### src/rtl/seg7_scan_driver.sv
// Eight-digit multiplexed seven-segment scan driver.
// Shows a 32-bit word as hex digits. The word is double-buffered and only
// swapped at a frame boundary, so the display never shows a mix of two words.
// Each digit slot starts with a short all-anodes-off window to stop ghosting.
// Leading zero digits can be suppressed.
module seg7_scan_driver #(
  parameter int unsigned SCAN_DIV  = 100000,
  parameter int unsigned BLANK_CYC = 1000,
  parameter int unsigned DIGITS    = 8
) (
  input  logic        clk,
  input  logic        rst_n,
  input  logic [31:0] data_in,
  input  logic        load,
  input  logic        lz_blank,
  input  logic [7:0]  dp_mask,
  output logic [7:0]  an,
  output logic [6:0]  seg,
  output logic        dp,
  output logic        frame_done,
  output logic        pending
);

  localparam int unsigned DIV_W = (SCAN_DIV > 1) ? $clog2(SCAN_DIV) : 1;
  localparam int unsigned IDX_W = $clog2(DIGITS);

  localparam logic [DIV_W-1:0] DIV_LAST  = DIV_W'(SCAN_DIV - 1);
  localparam logic [DIV_W-1:0] BLANK_END = DIV_W'(BLANK_CYC);
  localparam logic [IDX_W-1:0] IDX_LAST  = IDX_W'(DIGITS - 1);

  logic [DIV_W-1:0] div;
  logic [IDX_W-1:0] idx;
  logic             frame_end;
  logic [31:0]      shown;
  logic [31:0]      pend_data;
  logic [IDX_W-1:0] msd;
  logic [3:0]       nib;
  logic             digit_on;

  // Hex digit to active-low segment pattern {g,f,e,d,c,b,a}
  function automatic logic [6:0] hex7(input logic [3:0] v);
    logic [6:0] s;
    case (v)
      4'h0: s = 7'h40;
      4'h1: s = 7'h79;
      4'h2: s = 7'h24;
      4'h3: s = 7'h30;
      4'h4: s = 7'h19;
      4'h5: s = 7'h12;
      4'h6: s = 7'h02;
      4'h7: s = 7'h78;
      4'h8: s = 7'h00;
      4'h9: s = 7'h10;
      4'hA: s = 7'h08;
      4'hB: s = 7'h03;
      4'hC: s = 7'h46;
      4'hD: s = 7'h21;
      4'hE: s = 7'h06;
      default: s = 7'h0E;
    endcase
    return s;
  endfunction

  // Slot divider and digit index: div walks the slot, idx advances on slot wrap
  always_ff @(posedge clk or negedge rst_n) begin
    if (!rst_n) begin
      div <= '0;
      idx <= '0;
    end else if (div == DIV_LAST) begin
      div <= '0;
      idx <= (idx == IDX_LAST) ? '0 : idx + 1'b1;
    end else begin
      div <= div + 1'b1;
    end
  end

  // Last cycle of the last digit slot
  always_comb begin
    frame_end = (div == DIV_LAST) && (idx == IDX_LAST);
  end

  // Frame-boundary marker, one cycle after frame_end
  always_ff @(posedge clk or negedge rst_n) begin
    if (!rst_n) frame_done <= 1'b0;
    else        frame_done <= frame_end;
  end

  // Double buffer: a load coinciding with frame_end bypasses the pending stage
  always_ff @(posedge clk or negedge rst_n) begin
    if (!rst_n) begin
      shown     <= '0;
      pend_data <= '0;
      pending   <= 1'b0;
    end else begin
      if (load) pend_data <= data_in;
      if (frame_end && load) begin
        shown   <= data_in;
        pending <= 1'b0;
      end else if (frame_end && pending) begin
        shown   <= pend_data;
        pending <= 1'b0;
      end else if (load) begin
        pending <= 1'b1;
      end
    end
  end

  // Most significant nonzero digit of the displayed word (0 when word is 0)
  always_comb begin
    msd = '0;
    for (int unsigned i = 1; i < DIGITS; i++) begin
      if (shown[4*i +: 4] != 4'h0) msd = IDX_W'(i);
    end
  end

  // Current nibble and whether this slot drives its digit at all
  always_comb begin
    nib      = shown[4*idx +: 4];
    digit_on = (div >= BLANK_END) && !(lz_blank && (idx > msd));
  end

  // Registered panel drive; all-off during anti-ghost window or blanked digit
  always_ff @(posedge clk or negedge rst_n) begin
    if (!rst_n) begin
      an  <= 8'hFF;
      seg <= 7'h7F;
      dp  <= 1'b1;
    end else if (!digit_on) begin
      an  <= 8'hFF;
      seg <= 7'h7F;
      dp  <= 1'b1;
    end else begin
      an  <= ~(8'b1 << idx);
      seg <= hex7(nib);
      dp  <= ~dp_mask[idx];
    end
  end

endmodule

### config.mk
export PLATFORM = sky130hd
export DESIGN_NAME = seg7_scan_driver
export DESIGN_NICKNAME = d
export VERILOG_FILES = /design/src/rtl/seg7_scan_driver.sv
export SDC_FILE = /design/constraint.sdc
export NUM_CORES = 1
export LEC_CHECK = 0
export CAP_MARGIN = 25
export CORE_AREA = 10 10 132 134
export CTS_CLUSTER_SIZE = 30
export DETAILED_ROUTE_END_ITERATION = 8
export DIE_AREA = 0 0 142 144
export PLACE_DENSITY_LB_ADDON = 0.3
export SLEW_MARGIN = 20
export SYNTH_ARGS = -nofsm -noshare
export SYNTH_HDL_FRONTEND = slang
export SYNTH_SLANG_ARGS = --single-unit
### constraint.sdc
create_clock -name clk -period 3.8 [get_ports clk]
set_input_delay 0.76 -clock clk [delete_from_list [all_inputs] [get_ports clk]]
set_output_delay 0.76 -clock clk [all_outputs]
set_load 0.05 [all_outputs]
Word-level counts from Yosys, hierarchy flattened --
Memory sizes are Yosys's and may differ from the RTL's. Index checks and enable logic that the tools add are counted.
Storage, ports and cells: memories kept 1, bits of input ports 44, bits in latches 0, output and inout bits 18, register bits after elaboration 102, bits in writable memories 0, bits in read-only memories 112, logic and storage cells 55
Memory list:
- (name not given) | words 16, bits a word 7, rd ports 1, clocked after memory_dff 0, write ports 0, RTL line 43 | case (v)
Operators by class: $lt $le $gt $ge 3, bitwise logic cells 2, divide/modulo/power cells 0, eq/ne operators 2, mux-type cells 19, add/sub/neg operators 2, multiply operators 0, shift-type cells 2, reduce and logical (&&, ||, !) cells 15
Operators by type and width (count):
- two-way mux 32 bit | 2
- variable part select 32 x 6 -> 4 bit | 1
- nonzero test 4 bit | 7
- adder 17 x 1 -> 17 bit (second input constant) | 1
- equality test 17 bit (second input constant) | 1
- greater-or-equal comparator 17 x 10 -> 1 bit (second input constant) | 1
- two-way mux 17 bit | 1
- two-way mux 3 bit | 5
- two-way mux 8 bit | 1
- inverter 8 bit | 1
- left shift 1 x 3 -> 8 bit (first input constant) | 1
- two-way mux 7 bit | 1
- two-way mux 1 bit | 6
- logical AND 1 bit | 5
- less-than comparator 3 x 4 -> 1 bit (second input constant) | 1
- two-way mux 2 bit | 2
- adder 3 x 1 -> 3 bit (second input constant) | 1
- binary-select mux 1 bit (select 3 bit) | 1
- equality test 3 bit (second input constant) | 1
- greater-than comparator 3 bit | 1
- nonzero test 3 bit | 1
- nonzero test 2 bit | 1
- logical NOT 1 bit | 1
- inverter 1 bit | 1

Logic depth before layout (Yosys ltp) --
Gate-level depths: netlist of the first run.
depth in word-level cells 13, mapped depth 11, gate-level depth less buffers 11

Least setup slack after synthesis of the first run --
No wires, ideal clock.
path type reg2reg, start point register idx[0], end point register seg[3], setup slack 1417 ps, data required time 3708 ps, stages on the path, launching flop included 10, buffers on the path 2, period minus slack after synthesis 2383 ps, library setup time 92 ps, data arrival time 2291 ps, path through dfrtp_1 > buf_6 > buf_12 > mux4_2 > mux2i_2 > inv_1 > ha_1 > and3_1 > a2111oi_1 > a31oi_1
Between the ends: word-level cells in the longest chain between the ends 5, elaborated cells between the ends (all ways) 7, classes of those cells order compare (1); shift (1); mux (1); reduce/logical (3); memory (1)
Ends and longest elaborated chain:
- from (decl) | RTL line 32 | logic [IDX_W-1:0] idx;
- from (signal assigned) | RTL line 71 | idx <= (idx == IDX_LAST) ? '0 : idx + 1'b1;
- parallel branches: the longest is 4 deep, another holds memory (16 x 7 bit)
- two-way mux 7 bit * | RTL line 128 | end else if (!digit_on) begin
- to (signal assigned) | RTL line 134 | seg <= hex7(nib);
- to (decl) | RTL line 18 | output logic [6:0] seg,
Mark *: on every way between the ends. A chain may end at the register's enable or synchronous reset.

Final worst setup path of the first run --
Ends and elaborated chain as after synthesis.

==> results of run 1 <==
==> cells by family (layout without fill, tap and decap cells) <==
group | after synthesis | after routing | share of synthesized area (%)
and+or+nand+nor | 154 | 154 | 15.0
DFF | 102 | 102 | 51.9
AOI/OAI and AO/OA | 66 | 66 | 9.49
muxes | 51 | 51 | 13.7
buffers and inverters | 32 | 98 | 3.56
adders and majority gates | 17 | 17 | 4.29
xor gates and xnor gates | 12 | 12 | 2.12
==> per-stage QoR <==
step / utilization, % / instance area, µm² / setup WS, ns / total power [mW] / cells
2_1_floorplan: - / 4960 / 1.42 / 1.20 / 434
3_3_place_gp: 38.6 / 5730 / 1.06 / 1.28 / 671
3_5_place_dp: 38.6 / 5730 / 1.00 / 1.28 / 671
4_1_cts: 40.8 / 6070 / 1.04 / 2.33 / 687
5_1_grt: 40.9 / 6080 / 0.813 / 2.39 / 688
6_report: 40.9 / 6080 / 1.05 / 2.29 / 688
==> critical path, cell delays in order (launching register included) <==
cell and delay, ns:
dfrtp_1 0.62, mux4_2 0.58, mux2i_2 0.39, inv_1 0.15, ha_1 0.27, and3_1 0.16, a2111oi_1 0.38, a31oi_1 0.09
==> synthesized netlist by cell type (all sizes together) (2+ instances only) <==
master    n  area, µm²
a31oi     3       18.8
mux4      8        195
mux2i     8       83.8
inv      11       41.3
clkbuf    9       35.0
or3       3       18.8
nor3      4       20.0
ha       17        213
xor2      4       35.0
nor4      7       50.1
and3      4       25.0
mux2     35        398
a21oi     5       25.0
nor2b     3       18.8
buf      12        100
dfrtp    86       2150
and4      3       26.3
nor4bb    2       20.0
nor2     80        300
nand4     3       18.8
o22ai    32        200
dfstp    16        420
a2bb2oi   2       30.0
o221ai    4       53.8
a2bb2o    2       20.0
nand3    12       65.1
nand4b    2       17.5
nand2    24       95.1
o21ai    10       53.8
xnor2     8       70.1
==> metal layers <==
metal | wire length (µm) | share of wire, % | GRT usage [%] | vias up
met3 | 578 | 5.2 | 3.18 | 14
met4 | 227 | 2.1 | 5.11 | 0
met2 | 5060 | 46 | 17.4 | 70
li1 | - | - | - | 1681
met1 | 5140 | 47 | 14.4 | 1717
met5 | 0 | 0 | 0 | -
==> path summary, 6_finish.rpt <==
check / start / endpoint / slack [ns] / cells past startpoint
worst max-delay path: idx[0] / seg[3] / 1.05 / 7
worst min-delay path: rst_n / shown[2] / 0.42 / 1
worst max register to register: idx[0] / seg[3] / 1.05 / 7
worst min register to register: pend_data[19] / pend_data[19] / 0.51 / 1
max in group asynchronous: rst_n / dp / 2.57 / 2
min in group clk: pend_data[19] / pend_data[19] / 0.51 / 1
==> power breakdown <==
group          internal (mW)  total (mW)  switching, mW
Clock                  0.640        1.03          0.395
Sequential              1.12        1.14         0.0163
Combinational         0.0746       0.121         0.0461
==> sequential cells by signal, summed over array words and instances (netlist names) <==
signal	flops
an	8
div	17
dp	1
frame_done	1
idx	3
pend_data	32
pending	1
seg	7
shown	32
==> final cells by class <==
class / count / area, µm²
tap: 188 / 235
clock buffer: 9 / 225
clock inverter: 7 / 113
fill: 1435 / 8790
multi-input combinational: 300 / 2210
inverter: 11 / 41.3
sequential: 102 / 2570
timing repair buffer: 71 / 683
==> flow_metrics.tcl, run 1 <==
set metrics [dict create \
    outcome "complete, no violations" \
    tritoncts "built" \
    post_cts.resized_instances 0 \
    async_reset_ff_share_pct 100 \
    power_density_nw_per_um2 377 \
    leakage_nw 2.57 \
    crit_path_max_fanout 9 \
    die_h_um 144 \
    cp_endpoint_kind "register" \
    report.final.hold_viol_count 0 \
    cts.clk_slew.worst_paths_ns 0.07 \
    fp.dieArea_um2 20400 \
    via_count 3482 \
    max_slew.worst_pin.slew_ns 0.673 \
    fp.dieW_um 142 \
    arrival_time_at_the_worst_endpoint_ns 3.00 \
    grt_setup_unrepaired "false" \
    area_growth_syn_to_layout_pct 22.6 \
    maxCapViolCount 0 \
    yosysSeqAreaShare_pct 51.9 \
    cts.hold.buffers_added 0 \
    design.final.nets 556 \
    postSynth.topFlopCell "dfrtp_1" \
    post_route_ant_nets 0 \
    fraction_of_final_layout_cells_sized_beyond_drive_strength_1_pct 19.0 \
    achievable-frequency_mhz 364 \
    timing.final.crit_period_ns 2.75 \
    finalSetupTns_ns 0 \
    overflow 0 \
    post-route-drc-count 0 \
    cts.sinks 102 \
    post_cts.repair.setup_buffers 0 \
    globalplace.congestion 0.808 \
    worst_skew_pair.late_latency_ns 0.35 \
    io-pin-count 62 \
    maximum_number_of_pins_on_one_net_before_global_route_repair 46 \
    slew_violations 0 \
    syn-mean-instance-area_um2 11.4 \
    timing.clock.skew_ns 0.00515 \
    place.detailed.hpwl_mm 8.08 \
    ctsLongestPathBuffers 2 \
    first_global_vias 3587 \
    layout_worst_path_cycle_share_pct 72.4 \
    wl_mm 11.0 \
    synthDistinctLibCells 59 \
    slew_headroom_pct 55.0 \
    first_iter_violations 210 \
    required_ns 4.05 \
    post_synth_inst_count 434 \
    routed_wire_length_per_instance_um 16.0 \
    antenna_found_initial 0 \
    yosys_warnings 0 \
    placement_rows 45 \
    layout.cells.most_common_list "dfrtp_1 (86), nor2_1 (80), clkdlybuf4s50_1 (60)" \
    synth_edf_count 0 \
    cts_buffers 9 \
    cts-root-buf "clkbuf_16" \
    groute.usage.overall_pct 11.3 \
    n_antenna_cell 0 \
    layout.cells.most_common "dfrtp_1" \
    via_density 5.06 \
    buffer_ports.inserted 61 \
    number_of_flip_flops_and_latches_in_the_synthesized_netlist 102 \
    grt_pass1_wl_mm 18.6 \
    clock_tree.htree_level_count 3 \
    post_synth_instance_area_um2 4960 \
    placeableCoreArea_um2 14900 \
    timing.final.setup_violations 0 \
    critical_path_class "register to register" \
    start_kind "register" \
    hold_path.class "input pin to asynchronous set/reset pin" \
    fin_worst_hold_slack_ns 0.419 \
    initial_core_util_pct 33.3 \
    synth.net_count 495 \
    number_of_detailed_routing_iterations_run_before_antenna_repair 4 \
    irDropWorstVdd_v 0.000219 \
]
Power figures use the tool's default switching activity.
==> run 2: changes to the inputs <==
clock period = 2.2 ns   (was 3.8 ns; I/O delays follow)
==> run 2 against run 1 <==
  * Sequential power up 72%
  * Clock skew grew 0.0074 ns
  * Via count is 5.4% higher
  * Critical endpoint unchanged
  * The run now ends with setup timing left
  * Largest cell class unchanged
  * Wire length rose by 8.7%
==> flow_metrics.tcl, run 2 (synthesized netlist as in run 1, its figures left out) <==
set metrics [dict create \
    initial_core_util_pct 33.3 \
    seqPwrFrac_pct 53.3 \
    layout.cells.most_common "dfrtp_1" \
    power_density_nw_per_um2 561 \
    slew_headroom_pct 52.3 \
    grt_met3_use_pct 2.56 \
    globalplace.congestion 0.820 \
    hold_path.class "input pin to asynchronous set/reset pin" \
    layout.cells.most_common_list "dfrtp_1 (86), nor2_1 (78), clkdlybuf4s50_1 (60)" \
    fp.dieW_um 142 \
    max_slew.worst_pin.slew_ns 0.716 \
    power_frac_clock_pct 40.8 \
    required_ns 2.48 \
    finish.instance_area_um2 6580 \
    slew_violations 0 \
    grt_setup_unrepaired "true" \
    gr-usage-met1_pct 14.7 \
    n_fill_cell 1411 \
    groute.usage.overall_pct 11.9 \
    area_growth_syn_to_layout_pct 32.7 \
    postLayoutSetupSlackWorst_ns -0.0847 \
    n_antenna_cell 0 \
    timing.final.crit_period_ns 2.28 \
    wl_mm 12.0 \
    cts.hold.buffers_added 0 \
    critical_path.cell_chain "nor4_2 > o41ai_2 > a21boi_2 > o21ai_1 > nand2_1 > ha_1 > nand3_1 > o211ai_1 > o21a_4 > buf_12 > a31oi_2" \
    die_h_um 144 \
    critical_path.top_delay_family "compound AO/OA/AOI/OAI gates" \
    placeableCoreArea_um2 14900 \
    timing.final.setup_violations 15 \
    critical-path-max-stage-delay_ns 0.39 \
    antenna_found_initial 0 \
    power.switching_fraction_pct 21.4 \
    buffer_ports.inserted 61 \
    clock_tree.htree_level_count 3 \
    grt_pass1_wl_mm 19.5 \
    crit_path_max_fanout 6 \
    critical-path-slowest-cell "dfrtp_1" \
    reg.largest.list "pend_data x32, shown x32, div x17" \
    place.detailed.hpwl_mm 8.81 \
    fraction_of_final_layout_cells_sized_beyond_drive_strength_1_pct 29.5 \
    timing.clock.skew_ns 0.0125 \
    netSwitchingPower_mw 0.790 \
    report.final.hold_viol_count 0 \
    first_global_vias 3897 \
    maximum_number_of_pins_on_one_net_before_global_route_repair 57 \
    cts_buffers 9 \
    placement_rows 45 \
    io-pin-count 62 \
    post_dp_area_um2 6130 \
    routed_wire_length_per_instance_um 16.3 \
    start_kind "register" \
    layout_worst_path_cycle_share_pct 104 \
    maxCapViolCount 0 \
    cp_endpoint_kind "register" \
    tritoncts "built" \
    grtUsageMet2_pct 19.5 \
    internal_power_mw 2.90 \
    achievable-frequency_mhz 438 \
    design.final.nets 602 \
    crit_buf_inv 1 \
    via_count 3670 \
    multi_input_comb_area_um2 2350 \
    outcome "complete, but fails checks" \
    fp.dieArea_um2 20400 \
    first_iter_violations 203 \
    failed_checks "setup timing" \
    critical_path_class "register to register" \
    irDropWorstVdd_v 0.000307 \
    arrival_time_at_the_worst_endpoint_ns 2.56 \
    grt-busiest-layer "met2" \
    overflow 0 \
    worst_skew_pair.late_latency_ns 0.35 \
    leakage_nw 2.83 \
    number_of_detailed_routing_iterations_run_before_antenna_repair 4 \
    post-route-drc-count 0 \
    cts.sinks 102 \
    cts-root-buf "clkbuf_16" \
    regArea_um2 2570 \
    cts.clk_slew.worst_paths_ns 0.07 \
    via_density 5.00 \
    combinationalPowerShare_pct 5.9 \
    fin_worst_hold_slack_ns 0.150 \
    placement.setup.worst_slack_ns -0.203 \
    ctsLongestPathBuffers 2 \
    post_route_ant_nets 0 \
]
[run 2: cell count changes in the layout (fill, tap and decap cells not counted), sizes merged]
| cell | delta |
|---|---|
| buf | +45 |
| clkinvlp | -1 |
| bufinv | -3 |
| clkbuf | +5 |
[run 2: power by group through the flow]
| stage | Clock (mW) | Combinational, mW | Sequential, mW |
|---|---|---|---|
| 5_1_grt | 1.65 | 0.238 | 1.97 |
| 6_report | 1.51 | 0.217 | 1.96 |
| 3_3_place_gp | 0 | 0.215 | 1.99 |
| 4_1_cts | 1.55 | 0.223 | 1.96 |
| 2_1_floorplan | 0 | 0.0794 | 1.99 |
| 3_5_place_dp | 0 | 0.221 | 2.00 |
[run 2: routing by layer]
layer / up-vias / routed length (µm)
li1: 1778 / -
met2: 69 / 5790
met5: - / 0
met3: 18 / 496
met4: 0 / 276
met1: 1805 / 5410
[run 2: layout make-up]
| type | instances | share of cell area [%] |
|---|---|---|
| inverters | 11 | 0.628 |
| multi-input cells | 300 | 35.8 |
| flip-flops and latches | 102 | 39.1 |
| well taps | 188 | 3.58 |
| repair buffers | 117 | 16.7 |
| clock buffers | 13 | 3.96 |
| clock inverters | 3 | 0.285 |
[run 2: path summary, 6_finish.rpt]
path,start,slack (ns),cells past startpoint,end
max,shown[8],-0.08,11,seg[3]
min,rst_n,0.15,1,pend_data[4]
max reg2reg,shown[8],-0.08,11,seg[3]
min reg2reg,pend_data[14],0.51,1,pend_data[14]
max in group asynchronous,rst_n,1.38,2,shown[30]
min in group clk,pend_data[14],0.51,1,pend_data[14]
[run 2: stage by stage]
step | TNS, ns | total power [mW] | cells | utilization [%]
after global routing | -3.03 | 3.86 | 734 | 44.2
final | -0.736 | 3.69 | 734 | 44.2
after detailed placement | -1.99 | 2.22 | 714 | 41.2
after floorplan | 0 | 2.07 | 434 | -
after global placement | -1.35 | 2.21 | 714 | 41.2
after CTS | -0.00360 | 3.74 | 730 | 43.4
[run 2: repair_timing]
item | CTS | global route
gates resized for setup | 9 | 18
endpoints found under the hold margin | 0 | 0
endpoints found under the setup margin | 16 | 18
pin swaps | 1 | 15
gates cloned | 0 | 1
setup buffers | 0 | 3
==> run 3: changes to the inputs <==
CTS_BUF_LIST = sky130_fd_sc_hd__clkbuf_16   (was not set)
==> run 3 against run 2 <==
  * Critical endpoint unchanged
  * Non-clock buffer count unchanged
  * Via count increased by 0.22%
  * Largest cell class unchanged
  * Global-route usage stayed put
  * Cell count is the same
  * Sequential share of layout area increased by 0.12 points
  * The flow still finishes with violations (setup timing)
  * Sequential cell count is the same
  * Worst hold slack hardly changed
  * Clock power decreased by 5%
  * Clock-buffer cell count is 4 lower
==> flow_metrics.tcl, run 3 (synthesized netlist as in run 1, its figures left out) <==
set metrics [dict create \
    outcome "complete, but fails checks" \
    failed_checks "setup timing" \
    crit-reg2reg-launch "shown[8]" \
    required_ns 2.48 \
    count_of_non_filler_cells_in_the_finished_layout 734 \
    fraction_of_final_layout_cells_sized_beyond_drive_strength_1_pct 29.1 \
    critical_path.cell_chain "nor4_2 > o41ai_2 > a21boi_2 > o21ai_1 > nand2_1 > ha_1 > nand3_1 > o211ai_1 > o21a_4 > buf_12 > a31oi_2" \
    seqPwrFrac_pct 54.5 \
    finalSetupTns_ns -0.754 \
    combinationalPowerShare_pct 6.0 \
    number_of_detailed_routing_iterations_run_before_antenna_repair 4 \
    tritoncts "built" \
    internal_power_mw 2.82 \
    fp.dieW_um 142 \
    placement.setup.worst_slack_ns -0.203 \
    start_kind "register" \
    finish.instance_area_um2 6560 \
    ctsLongestPathBuffers 2 \
    achievable-frequency_mhz 437 \
    post_route_ant_nets 0 \
    slew_headroom_pct 52.2 \
    cts.clk_slew.worst_paths_ns 0.07 \
    globalplace.congestion 0.820 \
    report.final.hold_viol_count 0 \
    hold_path.class "input pin to asynchronous set/reset pin" \
    max_slew.worst_pin.slew_ns 0.716 \
    total_power_mw 3.61 \
    timing.clock.skew_ns 0.0126 \
    worst-r2r-cell-count 11 \
    postLayoutSetupSlackWorst_ns -0.0857 \
    n_fill_cell 1413 \
    via_count 3678 \
    power.switching_fraction_pct 21.9 \
    worst_skew_pair.late_latency_ns 0.35 \
    post_dp_area_um2 6130 \
    maxCapViolCount 0 \
    slew_violations 0 \
    critical-path-max-stage-delay_ns 0.39 \
    antenna_found_initial 0 \
    critical_path_class "register to register" \
    timing.final.crit_period_ns 2.29 \
    multi_input_comb_area_um2 2350 \
    placement_rows 45 \
    leakage_nw 2.82 \
    worst_case_register_to_register_setup_slack_ns -0.09 \
    routed_wire_length_per_instance_um 16.3 \
    layout.cells.most_common "dfrtp_1" \
    place.detailed.hpwl_mm 8.81 \
    first_global_vias 3897 \
    netSwitchingPower_mw 0.789 \
    first_iter_violations 203 \
    maximum_number_of_pins_on_one_net_before_global_route_repair 57 \
    overflow 0 \
    grt_setup_unrepaired "true" \
    initial_core_util_pct 33.3 \
    n_antenna_cell 0 \
    area_growth_syn_to_layout_pct 32.3 \
    cp_endpoint_kind "register" \
    rr_endpoint "seg[3]" \
    cts_buffers 9 \
    dpl.cell_count 714 \
    via_density 5.01 \
    crit_path_max_fanout 6 \
    die_h_um 144 \
    design.final.nets 602 \
    io-pin-count 62 \
    buffer_ports.inserted 61 \
    wl_mm 12.0 \
    arrival_time_at_the_worst_endpoint_ns 2.56 \
    timing.final.setup_violations 15 \
    cts-root-buf "clkbuf_16" \
    cts.sinks 102 \
    placeableCoreArea_um2 14900 \
    layout_worst_path_cycle_share_pct 104 \
    clock_tree.htree_level_count 3 \
    layout.cells.most_common_list "dfrtp_1 (86), nor2_1 (78), clkdlybuf4s50_1 (60)" \
    cts.hold.buffers_added 0 \
    critical-path-slowest-cell "dfrtp_1" \
    irDropWorstVdd_v 0.000307 \
    fp.dieArea_um2 20400 \
    reg.largest.list "pend_data x32, shown x32, div x17" \
    grt_pass1_wl_mm 19.5 \
    power_frac_clock_pct 39.5 \
    power_density_nw_per_um2 550 \
    groute.usage.overall_pct 11.9 \
    regArea_um2 2570 \
    post-route-drc-count 0 \
]
## run 3: changes by cell type in the layout (fill, tap and decap cells not counted)
cell,previous run,this run
clkbuf_1,2,0
clkbuf_8,2,0
clkinv_1,0,2
inv_1,10,12
## run 3: worst max-delay path: cells and delay by family (launching register included)
family / cells / cell delay, ns
adders and majority gates: 1 / 0.23
DFF: 1 / 0.39
buffers and inverters: 1 / 0.14
and+or+nand+nor: 3 / 0.51
AOI/OAI and AO/OA: 6 / 0.95
## run 3: power groups by stage
stage / sequential (mW) / clock, mW / combinational, mW
floorplan: 1.99 / 0 / 0.0794
global placement: 1.99 / 0 / 0.215
detailed placement: 2.00 / 0 / 0.221
CTS: 1.96 / 1.47 / 0.223
global route: 1.97 / 1.57 / 0.238
finish: 1.96 / 1.43 / 0.217
## run 3: cell type report
class / count / area share, %
Clock inverter: 7 / 0.515
Clock buffer: 9 / 3.44
Tap cell: 188 / 3.59
Inverter: 11 / 0.630
Multi-Input combinational cell: 300 / 35.9
Sequential cell: 102 / 39.2
Timing Repair Buffer: 117 / 16.7
## run 3: what timing repair did
action | 4_1_cts | 5_1_grt
buffers inserted | 0 | 3
endpoints found under the setup margin | 16 | 18
pin swaps | 1 | 15
gates cloned | 0 | 1
gates resized for setup | 9 | 18
## run 3: metrics by stage
| stage | utilization (%) | hold WS [ns] |
|---|---|---|
| after floorplan | - | 0.144 |
| after global placement | 41.2 | 0.490 |
| after detailed placement | 41.2 | 0.497 |
| after CTS | 43.3 | 0.173 |
| after global routing | 44.1 | 0.212 |
| final | 44.1 | 0.150 |
## run 3: routing by layer
metal | wire length [µm] | GRT usage [%]
met1 | 5400 | 14.7
met2 | 5800 | 19.5
met3 | 496 | 2.56
met4 | 276 | 5.43
met5 | 0 | 0
## run 3: worst max path at each step
stage	startpoint	end	slack, ns	depth (start not counted)
finish	shown[8]	seg[3]	-0.09	11
global route	shown[8]	seg[3]	-0.23	11
CTS	shown[16]	seg[3]	-0.005	11
detailed placement	shown[16]	seg[3]	-0.20	10
global placement	shown[12]	seg[3]	-0.17	11
floorplan	shown[20]	seg[3]	0.09	9
